## src/rtl/pipe_pkg.sv

```systemverilog
// Shared constants for inter-stage pipeline registers: occupancy encoding and per-stage bus widths.
// Used by pipe_slot and pipe_stage_reg (build option PIPE_SKID_EN lives in pipe_stage_reg).
package pipe_pkg;

   localparam int OCC_W = 2;

   typedef enum logic [OCC_W-1:0] {
      OCC_EMPTY = 2'd0,
      OCC_ONE   = 2'd1,
      OCC_FULL  = 2'd2
   } occ_e;

   // Payload field widths shared by the core stages.
   localparam int ADDR_BUS_WIDTH     = 32;
   localparam int DATA_BUS_WIDTH     = 32;
   localparam int INSN_BUS_WIDTH     = 32;
   localparam int MEM_SEL_BUS_WIDTH  = 4;
   localparam int MEM_OP_BUS_WIDTH   = 2;
   localparam int REG_ADDR_BUS_WIDTH = 5;
   localparam int ALU_OP_BUS_WIDTH   = 4;
   localparam int CTRL_OP_BUS_WIDTH  = 2;
   localparam int EXP_CODE_WIDTH     = 3;

   function automatic occ_e occ_count(input logic m_valid, input logic s_valid);
      occ_e occ;
      if (m_valid && s_valid) begin
         occ = OCC_FULL;
      end else if (m_valid || s_valid) begin
         occ = OCC_ONE;
      end else begin
         occ = OCC_EMPTY;
      end
      return occ;
   endfunction

endpackage

```

## src/rtl/pipe_slot.sv

```systemverilog
// One-entry valid+data register. Priority inside the slot: reset > flush > load > clear.
// Flush keeps bits marked in FLUSH_KEEP_MASK and returns the rest to RESET_VALUE.
module pipe_slot
   import pipe_pkg::*;
#(
   parameter int               WIDTH           = 32,
   parameter logic [WIDTH-1:0] RESET_VALUE     = '0,
   parameter logic [WIDTH-1:0] FLUSH_KEEP_MASK = '0
) (
   input  logic             clk,
   input  logic             rst,
   input  logic             flush,
   input  logic             load,
   input  logic             clear,
   input  logic [WIDTH-1:0] load_data,
   output logic             valid,
   output logic [WIDTH-1:0] data
);

   logic             valid_q, valid_d;
   logic [WIDTH-1:0] data_q,  data_d;

   always_comb begin
      valid_d = valid_q;
      data_d  = data_q;
      if (flush) begin
         valid_d = 1'b0;
         data_d  = (data_q & FLUSH_KEEP_MASK) | (RESET_VALUE & ~FLUSH_KEEP_MASK);
      end else if (load) begin
         valid_d = 1'b1;
         data_d  = load_data;
      end else if (clear) begin
         // Data is left in place so the outputs stay quiet on a bubble.
         valid_d = 1'b0;
      end
   end

   always_ff @(posedge clk) begin
      if (rst) begin
         valid_q <= 1'b0;
         data_q  <= RESET_VALUE;
      end else begin
         valid_q <= valid_d;
         data_q  <= data_d;
      end
   end

   assign valid = valid_q;
   assign data  = data_q;

endmodule

```

## src/rtl/pipe_stage_reg.sv

```systemverilog
// Inter-stage pipeline register with valid/ready handshake and masked flush.
// Define PIPE_SKID_EN for the two-entry build whose in_ready is purely registered.
//
// Handshake: a transfer happens on a rising edge where valid && ready are both high;
// valid must hold with stable data until it transfers, ready may change freely.
module pipe_stage_reg
   import pipe_pkg::*;
#(
   parameter int               WIDTH           = 32,
   parameter logic [WIDTH-1:0] RESET_VALUE     = {WIDTH{1'b0}},
   parameter logic [WIDTH-1:0] FLUSH_KEEP_MASK = {WIDTH{1'b0}}
) (
   input  logic             clk,
   input  logic             rst,
   input  logic             flush,
   input  logic             in_valid,
   output logic             in_ready,
   input  logic [WIDTH-1:0] in_data,
   output logic             out_valid,
   input  logic             out_ready,
   output logic [WIDTH-1:0] out_data,
   output logic [1:0]       occupancy
);

   logic             in_fire;
   logic             stall;
   logic             m_valid;
   logic [WIDTH-1:0] m_data;
   logic             m_load;
   logic             m_clear;
   logic [WIDTH-1:0] m_load_data;

   assign in_fire = in_valid && in_ready;
   assign stall   = m_valid && !out_ready;

   pipe_slot #(
      .WIDTH           (WIDTH),
      .RESET_VALUE     (RESET_VALUE),
      .FLUSH_KEEP_MASK (FLUSH_KEEP_MASK)
   ) u_main (
      .clk       (clk),
      .rst       (rst),
      .flush     (flush),
      .load      (m_load),
      .clear     (m_clear),
      .load_data (m_load_data),
      .valid     (m_valid),
      .data      (m_data)
   );

`ifdef PIPE_SKID_EN
   logic             s_valid;
   logic [WIDTH-1:0] s_data;
   logic             s_load;
   logic             s_clear;

   // Skid occupancy alone gates the upstream, so no path from out_ready to in_ready.
   assign in_ready = !s_valid;

   always_comb begin
      m_load      = 1'b0;
      m_clear     = 1'b0;
      m_load_data = in_data;
      s_load      = 1'b0;
      s_clear     = 1'b0;
      if (!stall) begin
         if (s_valid) begin
            m_load      = 1'b1;
            m_load_data = s_data;
            s_clear     = 1'b1;
         end else if (in_fire) begin
            m_load = 1'b1;
         end else begin
            m_clear = 1'b1;
         end
      end else if (in_fire) begin
         s_load = 1'b1;
      end
   end

   pipe_slot #(
      .WIDTH           (WIDTH),
      .RESET_VALUE     (RESET_VALUE),
      .FLUSH_KEEP_MASK (FLUSH_KEEP_MASK)
   ) u_skid (
      .clk       (clk),
      .rst       (rst),
      .flush     (flush),
      .load      (s_load),
      .clear     (s_clear),
      .load_data (in_data),
      .valid     (s_valid),
      .data      (s_data)
   );

   assign occupancy = occ_count(m_valid, s_valid);
`else
   // Legacy single-slot behaviour: accept whenever the held entry leaves this cycle.
   assign in_ready = !m_valid || out_ready;

   always_comb begin
      m_load      = 1'b0;
      m_clear     = 1'b0;
      m_load_data = in_data;
      if (in_fire) begin
         m_load = 1'b1;
      end else if (!stall) begin
         m_clear = 1'b1;
      end
   end

   assign occupancy = occ_count(m_valid, 1'b0);
`endif

   assign out_valid = m_valid;
   assign out_data  = m_data;

endmodule

```

## config.mk

```make
export PLATFORM = sky130hd
export DESIGN_NAME = pipe_stage_reg
export DESIGN_NICKNAME = d
export VERILOG_FILES = /design/src/rtl/pipe_pkg.sv /design/src/rtl/pipe_slot.sv /design/src/rtl/pipe_stage_reg.sv
export SDC_FILE = /design/constraint.sdc
export NUM_CORES = 1
export LEC_CHECK = 0
export CORE_AREA = 2 2 52 54
export CTS_CLUSTER_SIZE = 28
export DETAILED_ROUTE_END_ITERATION = 16
export DIE_AREA = 0 0 54 56
export DONT_BUFFER_PORTS = 1
export HOLD_SLACK_MARGIN = 0.06
export PLACE_DENSITY = 0.76
export SETUP_SLACK_MARGIN = 0.2
export SLEW_MARGIN = 20
export SYNTH_ARGS = -nofsm -noshare
export SYNTH_HDL_FRONTEND = slang
export SYNTH_HIERARCHICAL = 1
export SYNTH_SLANG_ARGS = --single-unit
```

## constraint.sdc

```tcl
create_clock -name clk -period 2.4 [get_ports clk]
set_input_delay 0.72 -clock clk [delete_from_list [all_inputs] [get_ports clk]]
set_output_delay 0.72 -clock clk [all_outputs]
set_load 0.05 [all_outputs]
```

# == After elaboration in Yosys (flattened, before gate mapping) ==
# Cells that the tools add are included.
# word_totals
ff_bits,33
latch_bits,0
ramBits,0
mem_bits_ro,0
inputBits,37
mem_count,0
# op_classes
n_addsub,0
mul,0
n_div,0
n_lt_le_gt_ge,0
eq_ne,0
shift,0
mux,6
bitwise_logic,0
n_reduce_logical,7
# op_table
cell,count
two-way mux 1 bit,6
logical AND 1 bit,2
zero test 1 bit,2
nonzero test 2 bit,1
OR reduction 2 bit,1
logical OR 1 bit,1

# == Depth between registers and ports, before layout ==
# Gate-level depths: netlist of run 1.
# depth
word_depth,6
ltp_mapped,6

# == Cells and area by module ==
# Netlist of run 1, hierarchy kept.
# by_module_without_submodules
module,n_inst,cells_per_inst,area_each_um2,seq_area_each_um2
pipe_slot,1,109,1222.4,660.6
pipe_stage_reg,1,6,48.8,0.0

# == Worst setup path after synthesis of run 1 ==
# OpenSTA, ideal clock, no wires.
# synth_path
path_type,input-to-reg
from,input out_ready
to,register u_main.data_q[0] (netlist: u_main/data[0])
arrival_ns,1.614
required_time_ns,2.284
slack_ns,0.670
path_stages,6
cell_sequence,nand2b_4 -> and2_4 -> buf_4 -> buf_6 -> mux2i_1 -> nor2_1
# synth_between
elab_chain_len,3
# synth_rtl
item,line,rtl
from (decl),pipe_stage_reg.sv:20,"input logic out_ready,"
logical OR 1 bit,pipe_stage_reg.sv:99,assign in_ready = !m_valid || out_ready;
logical AND 1 bit,pipe_stage_reg.sv:33,assign in_fire = in_valid && in_ready;
named net in_fire,pipe_stage_reg.sv:25,logic in_fire;
two-way mux 1 bit,pipe_stage_reg.sv:105,if (in_fire) begin
to (signal assigned),pipe_slot.sv:44,data_q <= data_d;
to (decl),pipe_slot.sv:21,"logic [WIDTH-1:0] data_q, data_d;"
# The timed path passes the listed nets, and every way through them passes these cells.
# A chain may end at the register's enable or synchronous reset.

# == Worst setup path after layout of run 1 ==
# layout_path
from,input out_ready
to,output in_ready
# layout_between
elab_chain_len,1
# layout_rtl
item,line,rtl
logical OR 1 bit,pipe_stage_reg.sv:99,
to (decl),pipe_stage_reg.sv:17,"output logic in_ready,"
# No other way between the ends.

==> results of run 1 <==
[where the power goes]
part           switching, W  internal, W
Sequential        0.0000738     0.000566
Combinational     0.0000489    0.0000363
Clock              0.000162     0.000138
[through the flow]
stage	cells	instance area, sq um	power (W)	hold WS, ps
after detailed placement	137	1210	0.000739	721
final	144	1270	0.00102	548
after global placement	137	1210	0.000735	681
after floorplan	115	1270	0.000745	734
after global routing	144	1270	0.00108	511
after CTS	144	1270	0.00104	531
[state kept, by name (all words and copies together), names as in the netlist]
signal and count:
u_main/data 32, u_main/valid 1
[cells by family after synthesis]
group / count (synthesis) / synth area share, %
buffers and inverters: 11 / 9.15
and+or+nand+nor: 37 / 13.0
muxes: 32 / 25.2
AOI/OAI and AO/OA: 1 / 0.393
other: 1 / 0.295
DFF: 33 / 52.0
[worst min path at each step]
stage / startpoint / to / slack (ps)
after floorplan: u_main/data[10] / u_main/data[10] / 730
after detailed placement: u_main/valid / u_main/valid / 720
after global placement: u_main/valid / u_main/valid / 680
after CTS: in_data[31] / u_main/data[31] / 530
after global routing: in_data[31] / u_main/data[31] / 510
final: in_data[31] / u_main/data[31] / 550
[final cells by class]
| cell class | count | area (sq um) | area share, % |
|---|---|---|---|
| Clock buffer | 7 | 55.1 | 4.35 |
| Inverter | 1 | 3.75 | 0.296 |
| Multi-Input combinational cell | 71 | 494 | 39.0 |
| Sequential cell | 33 | 661 | 52.2 |
| Tap cell | 30 | 37.5 | 2.96 |
| Timing Repair Buffer | 2 | 15.0 | 1.19 |
[layer usage]
layer / wire [um] / track usage (%)
met1: 729 / 14.5
met2: 914 / 21.1
met3: 268 / 9.68
met4: 41 / 6.43
met5: 0 / 0
[cells in the mapped netlist]
| master | n |
|---|---|
| mux2i_1 | 32 |
| buf_4 | 3 |
| and2_4 | 1 |
| inv_1 | 1 |
| a21oi_1 | 1 |
| conb_1 | 1 |
| dfxtp_1 | 33 |
| buf_6 | 4 |
| or2_1 | 1 |
| nor2_1 | 31 |
| nor2_2 | 1 |
| and2b_1 | 1 |
| buf_8 | 3 |
| nand2b_4 | 1 |
| nand2b_1 | 1 |
==> flow_results.xml, run 1 <==
<?xml version="1.0" encoding="UTF-8"?>
<metrics>
  <group name="global_routing">
    <metric name="largest_net_degree_at_the_start_of_global_routing" unit="">34</metric>
    <metric name="grt_pass1_wl" unit="um">3050</metric>
    <metric name="grtUsageTotal" unit="%">14.0</metric>
    <metric name="grt-ovfl-total" unit="">0</metric>
    <metric name="first_global_vias" unit="">696</metric>
    <metric name="initial_antenna_violation_count" unit="">0</metric>
  </group>
  <group name="power">
    <metric name="power-per-cell-area" unit="nW/um^2">809</metric>
    <metric name="p_leak" unit="nW">0.556</metric>
    <metric name="irDropWorstVdd" unit="V">0.000547</metric>
  </group>
  <group name="layout">
    <metric name="final_core_utilization" unit="%">52.1</metric>
    <metric name="num-nets-final" unit="">151</metric>
    <metric name="area_delta_synth_final" unit="%">-0.394</metric>
    <metric name="layout_commonest_cell" unit="">dfxtp_1</metric>
    <metric name="drive_gt1_share" unit="%">9.65</metric>
    <metric name="layout.filler_cells" unit="">229</metric>
    <metric name="num_antenna_cells" unit="">0</metric>
    <metric name="layout.cells.most_common_list" unit="">dfxtp_1, mux2i_1, nor2_1, clkbuf_4, buf_4</metric>
  </group>
  <group name="setup_path">
    <metric name="timing.critical_path.cells" unit="">nand2b_4, buf_4</metric>
    <metric name="timing.critical_path.buf_inv" unit="">1</metric>
    <metric name="max_stage_delay" unit="ps">180</metric>
    <metric name="reg2reg_to" unit="">u_main/data[7]</metric>
    <metric name="critPathCapture" unit="">in_ready</metric>
    <metric name="critPathArrivalTime" unit="ps">1030</metric>
    <metric name="critPathRequiredTime" unit="ps">1680</metric>
    <metric name="timing.critical_path.from_type" unit="">input pin</metric>
    <metric name="reg2reg_depth" unit="">4</metric>
    <metric name="cpLargestDelayFamily" unit="">buffers and inverters</metric>
    <metric name="critical_path_class" unit="">input pin to primary output</metric>
    <metric name="critical_path_depth" unit="">2</metric>
    <metric name="first_element_of_the_critical_path" unit="">out_ready</metric>
    <metric name="crit_path_capture_type" unit="">primary output</metric>
    <metric name="critical_path_peak_fanout" unit="">3</metric>
    <metric name="worst_r2r_startpoint" unit="">u_main/valid</metric>
    <metric name="timing.reg2reg.setup_slack" unit="ps">1030</metric>
    <metric name="worst_path_max_delay_cell" unit="">buf_4</metric>
  </group>
  <group name="run">
    <metric name="cap_violations" unit="">0</metric>
  </group>
  <group name="timing">
    <metric name="final_min_period_over_clock_period" unit="%">72.8</metric>
    <metric name="fin_crit" unit="ps">1750</metric>
    <metric name="timing.final.setup_violations" unit="">0</metric>
    <metric name="finalHoldViolCount" unit="">0</metric>
    <metric name="report.final.slew_viol_count" unit="">0</metric>
    <metric name="finClkSkew" unit="ps">1.37</metric>
    <metric name="setup_ws" unit="ps">653</metric>
    <metric name="max_slew_margin" unit="%">32.6</metric>
    <metric name="grt_setup_unrepaired" unit="">no</metric>
    <metric name="setup_tns" unit="ps">0</metric>
    <metric name="max_freq" unit="GHz">0.573</metric>
    <metric name="timing_worst_slew_pin_value" unit="ps">1010</metric>
  </group>
  <group name="hold_path">
    <metric name="timing.hold.worst.class" unit="">input pin to flop</metric>
    <metric name="worstHoldPathCells" unit="">2</metric>
  </group>
  <group name="synth">
    <metric name="yosysTopAreaCellShare" unit="%">52.0</metric>
    <metric name="yosys_register_bits" unit="">33</metric>
    <metric name="synth_largest_area_cell" unit="">dfxtp_1</metric>
    <metric name="synth.area.top_cells" unit="">dfxtp_1, mux2i_1, nor2_1</metric>
    <metric name="syn_area_per_cell" unit="sq um">11.1</metric>
    <metric name="synth_warnings" unit="">6</metric>
    <metric name="synthDistinctLibCells" unit="">15</metric>
    <metric name="cell_area_after_synthesis" unit="sq um">1270</metric>
    <metric name="mappedNetlistNets" unit="">152</metric>
    <metric name="ys_seq_area_share" unit="%">52.0</metric>
    <metric name="netlist_instances" unit="">115</metric>
  </group>
  <group name="floorplanning">
    <metric name="io-pin-count" unit="">73</metric>
    <metric name="floorplan.initialDensity" unit="%">52.3</metric>
    <metric name="core" unit="sq um">2430</metric>
    <metric name="placementRows" unit="">18</metric>
    <metric name="die_area" unit="sq um">3020</metric>
    <metric name="fp.dieW" unit="um">54</metric>
    <metric name="chipHeight" unit="um">56</metric>
  </group>
  <group name="drt">
    <metric name="ant_nets" unit="">0</metric>
    <metric name="via_count" unit="">739</metric>
    <metric name="drt_first_pass_iters" unit="">3</metric>
    <metric name="drc" unit="">0</metric>
    <metric name="wl_per_cell" unit="um">13.6</metric>
    <metric name="wirelength" unit="um">1950</metric>
    <metric name="initial_drt_markers" unit="">12</metric>
    <metric name="post_drt_via_cell_ratio" unit="">5.13</metric>
  </group>
  <group name="placement">
    <metric name="dpl_worst_slack" unit="ps">584</metric>
    <metric name="final_weighted_congestion_of_routability_driven_global_placement" unit="">0.595</metric>
    <metric name="hpwl" unit="um">1430</metric>
    <metric name="buffer_ports.inserted" unit="">0</metric>
  </group>
  <group name="clock_network">
    <metric name="postCtsSetupRepairBufs" unit="">0</metric>
    <metric name="tritoncts" unit="">built</metric>
    <metric name="clock_sink_count" unit="">33</metric>
    <metric name="cts-buffers-inserted" unit="">5</metric>
    <metric name="cts-htree-levels" unit="">2</metric>
    <metric name="clock_path_buffers" unit="">2</metric>
    <metric name="post_cts_sizing" unit="">0</metric>
    <metric name="worst_setup_hold_path_clk_slew" unit="ps">90</metric>
    <metric name="clock_latency_on_the_worst_skew_pair" unit="ps">320</metric>
    <metric name="cts.hold.buffers_added" unit="">0</metric>
    <metric name="root_buffer" unit="">clkbuf_4</metric>
  </group>
  <group name="run_status">
    <metric name="run_status" unit="">completed</metric>
  </group>
</metrics>
Note: power is estimated with default switching activity, not from simulation.
==> run 2, diff against run 1 <==
--- a/config.mk
+++ b/config.mk
@@ -5,13 +5,14 @@
 export SDC_FILE = /design/constraint.sdc
 export NUM_CORES = 1
 export LEC_CHECK = 0
-export CORE_AREA = 2 2 52 54
+export ABC_AREA = 1
+export CORE_AREA = 2 2 54 56
 export CTS_CLUSTER_SIZE = 28
 export DETAILED_ROUTE_END_ITERATION = 16
-export DIE_AREA = 0 0 54 56
+export DIE_AREA = 0 0 56 58
 export DONT_BUFFER_PORTS = 1
 export HOLD_SLACK_MARGIN = 0.06
-export PLACE_DENSITY = 0.76
+export PLACE_DENSITY = 0.74
 export SETUP_SLACK_MARGIN = 0.2
 export SLEW_MARGIN = 20
 export SYNTH_ARGS = -nofsm -noshare
==> constraint.sdc (replaced) <==
create_clock -name clk -period 1.74 [get_ports clk]
set_input_delay 0.522 -clock clk [delete_from_list [all_inputs] [get_ports clk]]
set_output_delay 0.522 -clock clk [all_outputs]
set_load 0.05 [all_outputs]
==> flow_results.xml, run 2 <==
<?xml version="1.0" encoding="UTF-8"?>
<metrics>
  <group name="timing">
    <metric name="max_freq" unit="GHz">0.666</metric>
    <metric name="finClkSkew" unit="ps">6.02</metric>
    <metric name="timing.final.setup_violations" unit="">0</metric>
    <metric name="report.final.slew_viol_count" unit="">0</metric>
    <metric name="grt_setup_unrepaired" unit="">no</metric>
    <metric name="setup_tns" unit="ps">0</metric>
    <metric name="final_min_period_over_clock_period" unit="%">86.3</metric>
    <metric name="timing_worst_slew_pin_value" unit="ps">514</metric>
    <metric name="finalHoldViolCount" unit="">0</metric>
    <metric name="max_slew_margin" unit="%">65.7</metric>
    <metric name="fin_crit" unit="ps">1500</metric>
  </group>
  <group name="synth">
    <metric name="ys_seq_area_share" unit="%">49.7</metric>
    <metric name="cell_area_after_synthesis" unit="sq um">1330</metric>
    <metric name="synth.area.top_cells" unit="">dfxtp_1, nand2_1, a21oi_2</metric>
    <metric name="yosys.cell_count.top_type" unit="">nand2_1</metric>
    <metric name="netlist_instances" unit="">154</metric>
    <metric name="syn_area_per_cell" unit="sq um">8.64</metric>
    <metric name="synth_largest_area_cell" unit="">dfxtp_1</metric>
    <metric name="synth-main-ff-cell" unit="">dfxtp_1</metric>
    <metric name="yosysTopAreaCellShare" unit="%">49.7</metric>
    <metric name="mappedNetlistNets" unit="">191</metric>
    <metric name="synthDistinctLibCells" unit="">12</metric>
    <metric name="ys_top_cells_by_count" unit="">nand2_1, dfxtp_1, a21oi_1, a21oi_2, nand2_2</metric>
    <metric name="async_flop_share" unit="%">0</metric>
    <metric name="synth_warnings" unit="">6</metric>
    <metric name="yosys_register_bits" unit="">33</metric>
    <metric name="synth_enable_flop_cells" unit="">0</metric>
  </group>
  <group name="placement">
    <metric name="hpwl" unit="um">1740</metric>
    <metric name="dp_cells" unit="">178</metric>
    <metric name="final_weighted_congestion_of_routability_driven_global_placement" unit="">0.627</metric>
    <metric name="buffer_ports.inserted" unit="">0</metric>
  </group>
  <group name="drt">
    <metric name="wirelength" unit="um">2550</metric>
    <metric name="drt_first_pass_iters" unit="">6</metric>
    <metric name="wl_per_cell" unit="um">13.7</metric>
    <metric name="via_count" unit="">961</metric>
    <metric name="drc" unit="">0</metric>
    <metric name="initial_drt_markers" unit="">54</metric>
    <metric name="ant_nets" unit="">0</metric>
    <metric name="post_drt_via_cell_ratio" unit="">5.17</metric>
  </group>
  <group name="floorplanning">
    <metric name="chipHeight" unit="um">58</metric>
    <metric name="core" unit="sq um">2660</metric>
    <metric name="floorplan.initialDensity" unit="%">50.0</metric>
    <metric name="fp.dieW" unit="um">56</metric>
    <metric name="placementRows" unit="">19</metric>
    <metric name="die_area" unit="sq um">3250</metric>
    <metric name="io-pin-count" unit="">73</metric>
  </group>
  <group name="clock_network">
    <metric name="clock_path_buffers" unit="">2</metric>
    <metric name="worst_setup_hold_path_clk_slew" unit="ps">110</metric>
    <metric name="cts-htree-levels" unit="">2</metric>
    <metric name="clock_latency_on_the_worst_skew_pair" unit="ps">330</metric>
    <metric name="cts.hold.buffers_added" unit="">0</metric>
    <metric name="root_buffer" unit="">clkbuf_4</metric>
    <metric name="tritoncts" unit="">built</metric>
    <metric name="clock_sink_count" unit="">33</metric>
    <metric name="cts-buffers-inserted" unit="">5</metric>
  </group>
  <group name="global_routing">
    <metric name="grt_pass1_wl" unit="um">4110</metric>
    <metric name="largest_net_degree_at_the_start_of_global_routing" unit="">34</metric>
    <metric name="grt-ovfl-total" unit="">0</metric>
    <metric name="first_global_vias" unit="">970</metric>
    <metric name="initial_antenna_violation_count" unit="">0</metric>
    <metric name="grtUsageTotal" unit="%">16.3</metric>
  </group>
  <group name="setup_path">
    <metric name="timing.critical_path.from_type" unit="">flop</metric>
    <metric name="crit_path_capture_type" unit="">primary output</metric>
    <metric name="critical_path_peak_fanout" unit="">2</metric>
    <metric name="critical_path_class" unit="">flop to primary output</metric>
    <metric name="critPathRequiredTime" unit="ps">1220</metric>
    <metric name="critPathArrivalTime" unit="ps">980</metric>
  </group>
  <group name="layout">
    <metric name="num_antenna_cells" unit="">0</metric>
    <metric name="largest_reg_flops" unit="">32</metric>
    <metric name="area_delta_synth_final" unit="%">7.71</metric>
    <metric name="layout.area.seq" unit="sq um">696</metric>
    <metric name="final_core_utilization" unit="%">53.8</metric>
    <metric name="layout.filler_cells" unit="">265</metric>
    <metric name="layout.cells.most_common_list" unit="">nand2_1, dfxtp_2, a21oi_1, a21oi_2, nand2_2</metric>
    <metric name="multi_input_area" unit="sq um">508</metric>
    <metric name="layout_commonest_cell" unit="">nand2_1</metric>
    <metric name="final-instance-count-excl-fill" unit="">186</metric>
    <metric name="num-nets-final" unit="">191</metric>
    <metric name="drive_gt1_share" unit="%">41.3</metric>
  </group>
  <group name="run_status">
    <metric name="run_status" unit="">completed</metric>
  </group>
  <group name="power">
    <metric name="irDropWorstVdd" unit="V">0.000783</metric>
    <metric name="p_leak" unit="nW">0.533</metric>
    <metric name="power-per-cell-area" unit="nW/um^2">1200</metric>
  </group>
  <group name="run">
    <metric name="cap_violations" unit="">0</metric>
  </group>
  <group name="hold_path">
    <metric name="timing.hold.worst.class" unit="">input pin to flop</metric>
  </group>
</metrics>
run 2: changes by cell type in the layout (fill, tap and decap cells not counted), moves of 20 or more:
cell	delta
a21oi_1	+20
dfxtp_1	-26
dfxtp_2	+25
mux2i_1	-32
nand2_1	+57
nor2_1	-31
run 2: cell type report:
| class | count | area share (%) |
|---|---|---|
| sequential | 33 | 48.6 |
| multi-input combinational | 103 | 35.5 |
| clock inverter | 3 | 4.54 |
| timing repair buffer | 5 | 4.02 |
| tap | 31 | 2.71 |
| clock buffer | 5 | 2.62 |
| inverter | 6 | 2.10 |
run 2: final timing paths:
| path | cells past startpoint | slack, ps | end | from |
|---|---|---|---|---|
| min | 2 | 320 | u_main/data[2] | in_data[2] |
| min reg2reg | 2 | 540 | u_main/valid | u_main/valid |
| max | 0 | 240 | out_data[10] | u_main/data[10] |
| max reg2reg | 5 | 560 | u_main/data[11] | u_main/valid |
run 2: where the power goes:
group / switching (W) / internal [W] / total (W) / leakage, nW
logic: 0.0000879 / 0.0000399 / 0.000128 / 0.197
clock network: 0.000258 / 0.000445 / 0.000703 / 0.0552
registers: 0.000101 / 0.000783 / 0.000883 / 0.281
total: 0.000447 / 0.00127 / 0.00171 / 0.533
run 2: layer usage:
layer / track usage, % / vias up / part of all wire, %
met5: 0 / - / 0
met4: 6.12 / 0 / 1.7
met3: 7.14 / 5 / 10
met2: 30.1 / 43 / 52
met1: 16.2 / 433 / 36
li1: - / 480 / -
run 2: logic make-up after synthesis:
logic type	count (synthesis)	share of synthesized area, %
compound gates	35	16.8
simple gates	67	20.6
flops	33	49.7
buf+inv	18	12.6
other cells	1	0.282
run 2: metrics by stage:
step / total power (W) / instance area (sq um) / hold WS (ps) / setup WS (ps)
6_report: 0.00171 / 1430 / 316 / 238
5_1_grt: 0.00178 / 1430 / 290 / 201
4_1_cts: 0.00173 / 1400 / 298 / 200
3_5_place_dp: 0.00102 / 1290 / 551 / 353
3_3_place_gp: 0.00102 / 1290 / 513 / 380
2_1_floorplan: 0.00103 / 1330 / 662 / 220
run 2: what timing repair did:
action,CTS,global route
gates resized for setup,7,22
cloned,0,0
setup buffers,0,0
endpoints found under the setup margin,7,22
endpoints found under the hold margin,0,0
==> run 3, diff against run 2 <==
--- a/config.mk
+++ b/config.mk
@@ -6,13 +6,13 @@
 export NUM_CORES = 1
 export LEC_CHECK = 0
 export ABC_AREA = 1
-export CORE_AREA = 2 2 54 56
+export CORE_AREA = 2 2 62 64
 export CTS_CLUSTER_SIZE = 28
 export DETAILED_ROUTE_END_ITERATION = 16
-export DIE_AREA = 0 0 56 58
+export DIE_AREA = 0 0 64 66
 export DONT_BUFFER_PORTS = 1
 export HOLD_SLACK_MARGIN = 0.06
-export PLACE_DENSITY = 0.74
+export PLACE_DENSITY = 0.61
 export SETUP_SLACK_MARGIN = 0.2
 export SLEW_MARGIN = 20
 export SYNTH_ARGS = -nofsm -noshare
==> constraint.sdc (replaced) <==
create_clock -name clk -period 1.61 [get_ports clk]
set_input_delay 0.483 -clock clk [delete_from_list [all_inputs] [get_ports clk]]
set_output_delay 0.483 -clock clk [all_outputs]
set_load 0.05 [all_outputs]
==> flow_results.xml, run 3 (synthesized netlist as in run 2, its figures left out) <==
<?xml version="1.0" encoding="UTF-8"?>
<metrics>
  <group name="floorplanning">
    <metric name="core" unit="sq um">3550</metric>
    <metric name="placementRows" unit="">22</metric>
    <metric name="chipHeight" unit="um">66</metric>
    <metric name="io-pin-count" unit="">73</metric>
    <metric name="die_area" unit="sq um">4220</metric>
    <metric name="fp.dieW" unit="um">64</metric>
    <metric name="floorplan.initialDensity" unit="%">37.5</metric>
  </group>
  <group name="drt">
    <metric name="post_drt_via_cell_ratio" unit="">4.83</metric>
    <metric name="drc" unit="">0</metric>
    <metric name="wl_per_cell" unit="um">13.4</metric>
    <metric name="via_count" unit="">975</metric>
    <metric name="drt_first_pass_iters" unit="">2</metric>
    <metric name="ant_nets" unit="">0</metric>
    <metric name="initial_drt_markers" unit="">18</metric>
    <metric name="wirelength" unit="um">2710</metric>
  </group>
  <group name="placement">
    <metric name="final_weighted_congestion_of_routability_driven_global_placement" unit="">0.609</metric>
    <metric name="buffer_ports.inserted" unit="">0</metric>
    <metric name="hpwl" unit="um">1910</metric>
    <metric name="placedInstanceArea" unit="sq um">1310</metric>
    <metric name="dpl_worst_slack" unit="ps">251</metric>
  </group>
  <group name="setup_path">
    <metric name="cpLargestDelayFamily" unit="">flip-flops</metric>
    <metric name="timing.critical_path.buf_inv" unit="">1</metric>
    <metric name="timing.reg2reg.setup_slack" unit="ps">310</metric>
    <metric name="timing.critical_path.from_type" unit="">flop</metric>
    <metric name="crit_path_capture_type" unit="">primary output</metric>
    <metric name="max_stage_delay" unit="ps">390</metric>
    <metric name="critical_path_peak_fanout" unit="">3</metric>
    <metric name="reg2reg_depth" unit="">6</metric>
    <metric name="critPathRequiredTime" unit="ps">1130</metric>
    <metric name="worst_path_max_delay_cell" unit="">dfxtp_4</metric>
    <metric name="critPathArrivalTime" unit="ps">880</metric>
    <metric name="timing.critical_path.cells" unit="">buf_12</metric>
    <metric name="critical_path_depth" unit="">1</metric>
    <metric name="critical_path_class" unit="">flop to primary output</metric>
  </group>
  <group name="run">
    <metric name="cap_violations" unit="">0</metric>
  </group>
  <group name="layout">
    <metric name="num_antenna_cells" unit="">0</metric>
    <metric name="final_cell_area" unit="sq um">1420</metric>
    <metric name="layout.cells.most_common_list" unit="">nand2_1, dfxtp_2, a21oi_1, a21oi_2, nand2_2</metric>
    <metric name="drive_gt1_share" unit="%">43.5</metric>
    <metric name="layout_commonest_cell" unit="">nand2_1</metric>
    <metric name="num-nets-final" unit="">190</metric>
    <metric name="final_core_utilization" unit="%">40.1</metric>
    <metric name="area_delta_synth_final" unit="%">7.06</metric>
    <metric name="largest_reg_flops" unit="">32</metric>
  </group>
  <group name="global_routing">
    <metric name="grtUsageTotal" unit="%">13.4</metric>
    <metric name="first_global_vias" unit="">958</metric>
    <metric name="grt-ovfl-total" unit="">0</metric>
    <metric name="use_met3" unit="%">7.84</metric>
    <metric name="grt_pass1_wl" unit="um">4300</metric>
    <metric name="global_route.usage.met2" unit="%">24.3</metric>
    <metric name="largest_net_degree_at_the_start_of_global_routing" unit="">34</metric>
    <metric name="gr-max-usage-layer" unit="">met2</metric>
    <metric name="use_met1" unit="%">12.3</metric>
    <metric name="initial_antenna_violation_count" unit="">0</metric>
  </group>
  <group name="hold_path">
    <metric name="timing.hold.worst.class" unit="">input pin to flop</metric>
    <metric name="worstHoldPathCells" unit="">2</metric>
  </group>
  <group name="timing">
    <metric name="timing.final.setup_violations" unit="">0</metric>
    <metric name="report.final.slew_viol_count" unit="">0</metric>
    <metric name="max_freq" unit="GHz">0.735</metric>
    <metric name="final_min_period_over_clock_period" unit="%">84.5</metric>
    <metric name="finalHoldViolCount" unit="">0</metric>
    <metric name="grt_setup_unrepaired" unit="">no</metric>
    <metric name="setup_tns" unit="ps">0</metric>
    <metric name="finClkSkew" unit="ps">3.45</metric>
    <metric name="fin_crit" unit="ps">1360</metric>
    <metric name="setup_ws" unit="ps">250</metric>
  </group>
  <group name="clock_network">
    <metric name="worst_setup_hold_path_clk_slew" unit="ps">90</metric>
    <metric name="clock_path_buffers" unit="">2</metric>
    <metric name="cts-htree-levels" unit="">2</metric>
    <metric name="cts-buffers-inserted" unit="">5</metric>
    <metric name="root_buffer" unit="">clkbuf_4</metric>
    <metric name="clock_latency_on_the_worst_skew_pair" unit="ps">320</metric>
    <metric name="tritoncts" unit="">built</metric>
    <metric name="clock_sink_count" unit="">33</metric>
  </group>
  <group name="power">
    <metric name="total_power" unit="W">0.00151</metric>
    <metric name="p_leak" unit="nW">0.518</metric>
    <metric name="irDropWorstVdd" unit="V">0.000580</metric>
    <metric name="power-per-cell-area" unit="nW/um^2">1060</metric>
  </group>
  <group name="run_status">
    <metric name="run_status" unit="">completed</metric>
  </group>
</metrics>
-- run 3: worst paths after layout --
kind / startpoint / to
worst max-delay path: u_main/valid / occupancy[0]
worst min-delay path: in_data[31] / u_main/data[31]
worst max register to register: u_main/valid / u_main/data[15]
worst min register to register: u_main/data[23] / u_main/data[23]
-- run 3: per-layer routing --
metal,part of all wire (%),up-vias
met3,11,4
met5,0,-
li1,-,480
met2,53,42
met4,1.3,0
met1,34,449
-- run 3: what timing repair did --
action / in CTS / in global routing
setup buffers: 0 / 1
resized for setup: 36 / 1
setup endpoints to repair: 34 / 3
hold buffers: 0 / 0
-- run 3: stage by stage --
step                      std cells  hold WS (ps)
after floorplan                 154           597
after global placement          193           488
after detailed placement        193           503
after CTS                       201           271
after global routing            202           264
final                           202           294
-- run 3: area by class of cell --
cell class,count,area (sq um)
clock buffer,8,48.8
fill,365,2130
multi-input combinational,103,513
tap,48,60.1
timing repair buffer,4,67.6
inverter,6,30.0
sequential,33,704
-- run 3: report_power, final --
group | total (W) | internal, W | switching (W)
Sequential | 0.000956 | 0.000847 | 0.000109
Combinational | 0.000143 | 0.0000466 | 0.0000966
Clock | 0.000415 | 0.000174 | 0.000242
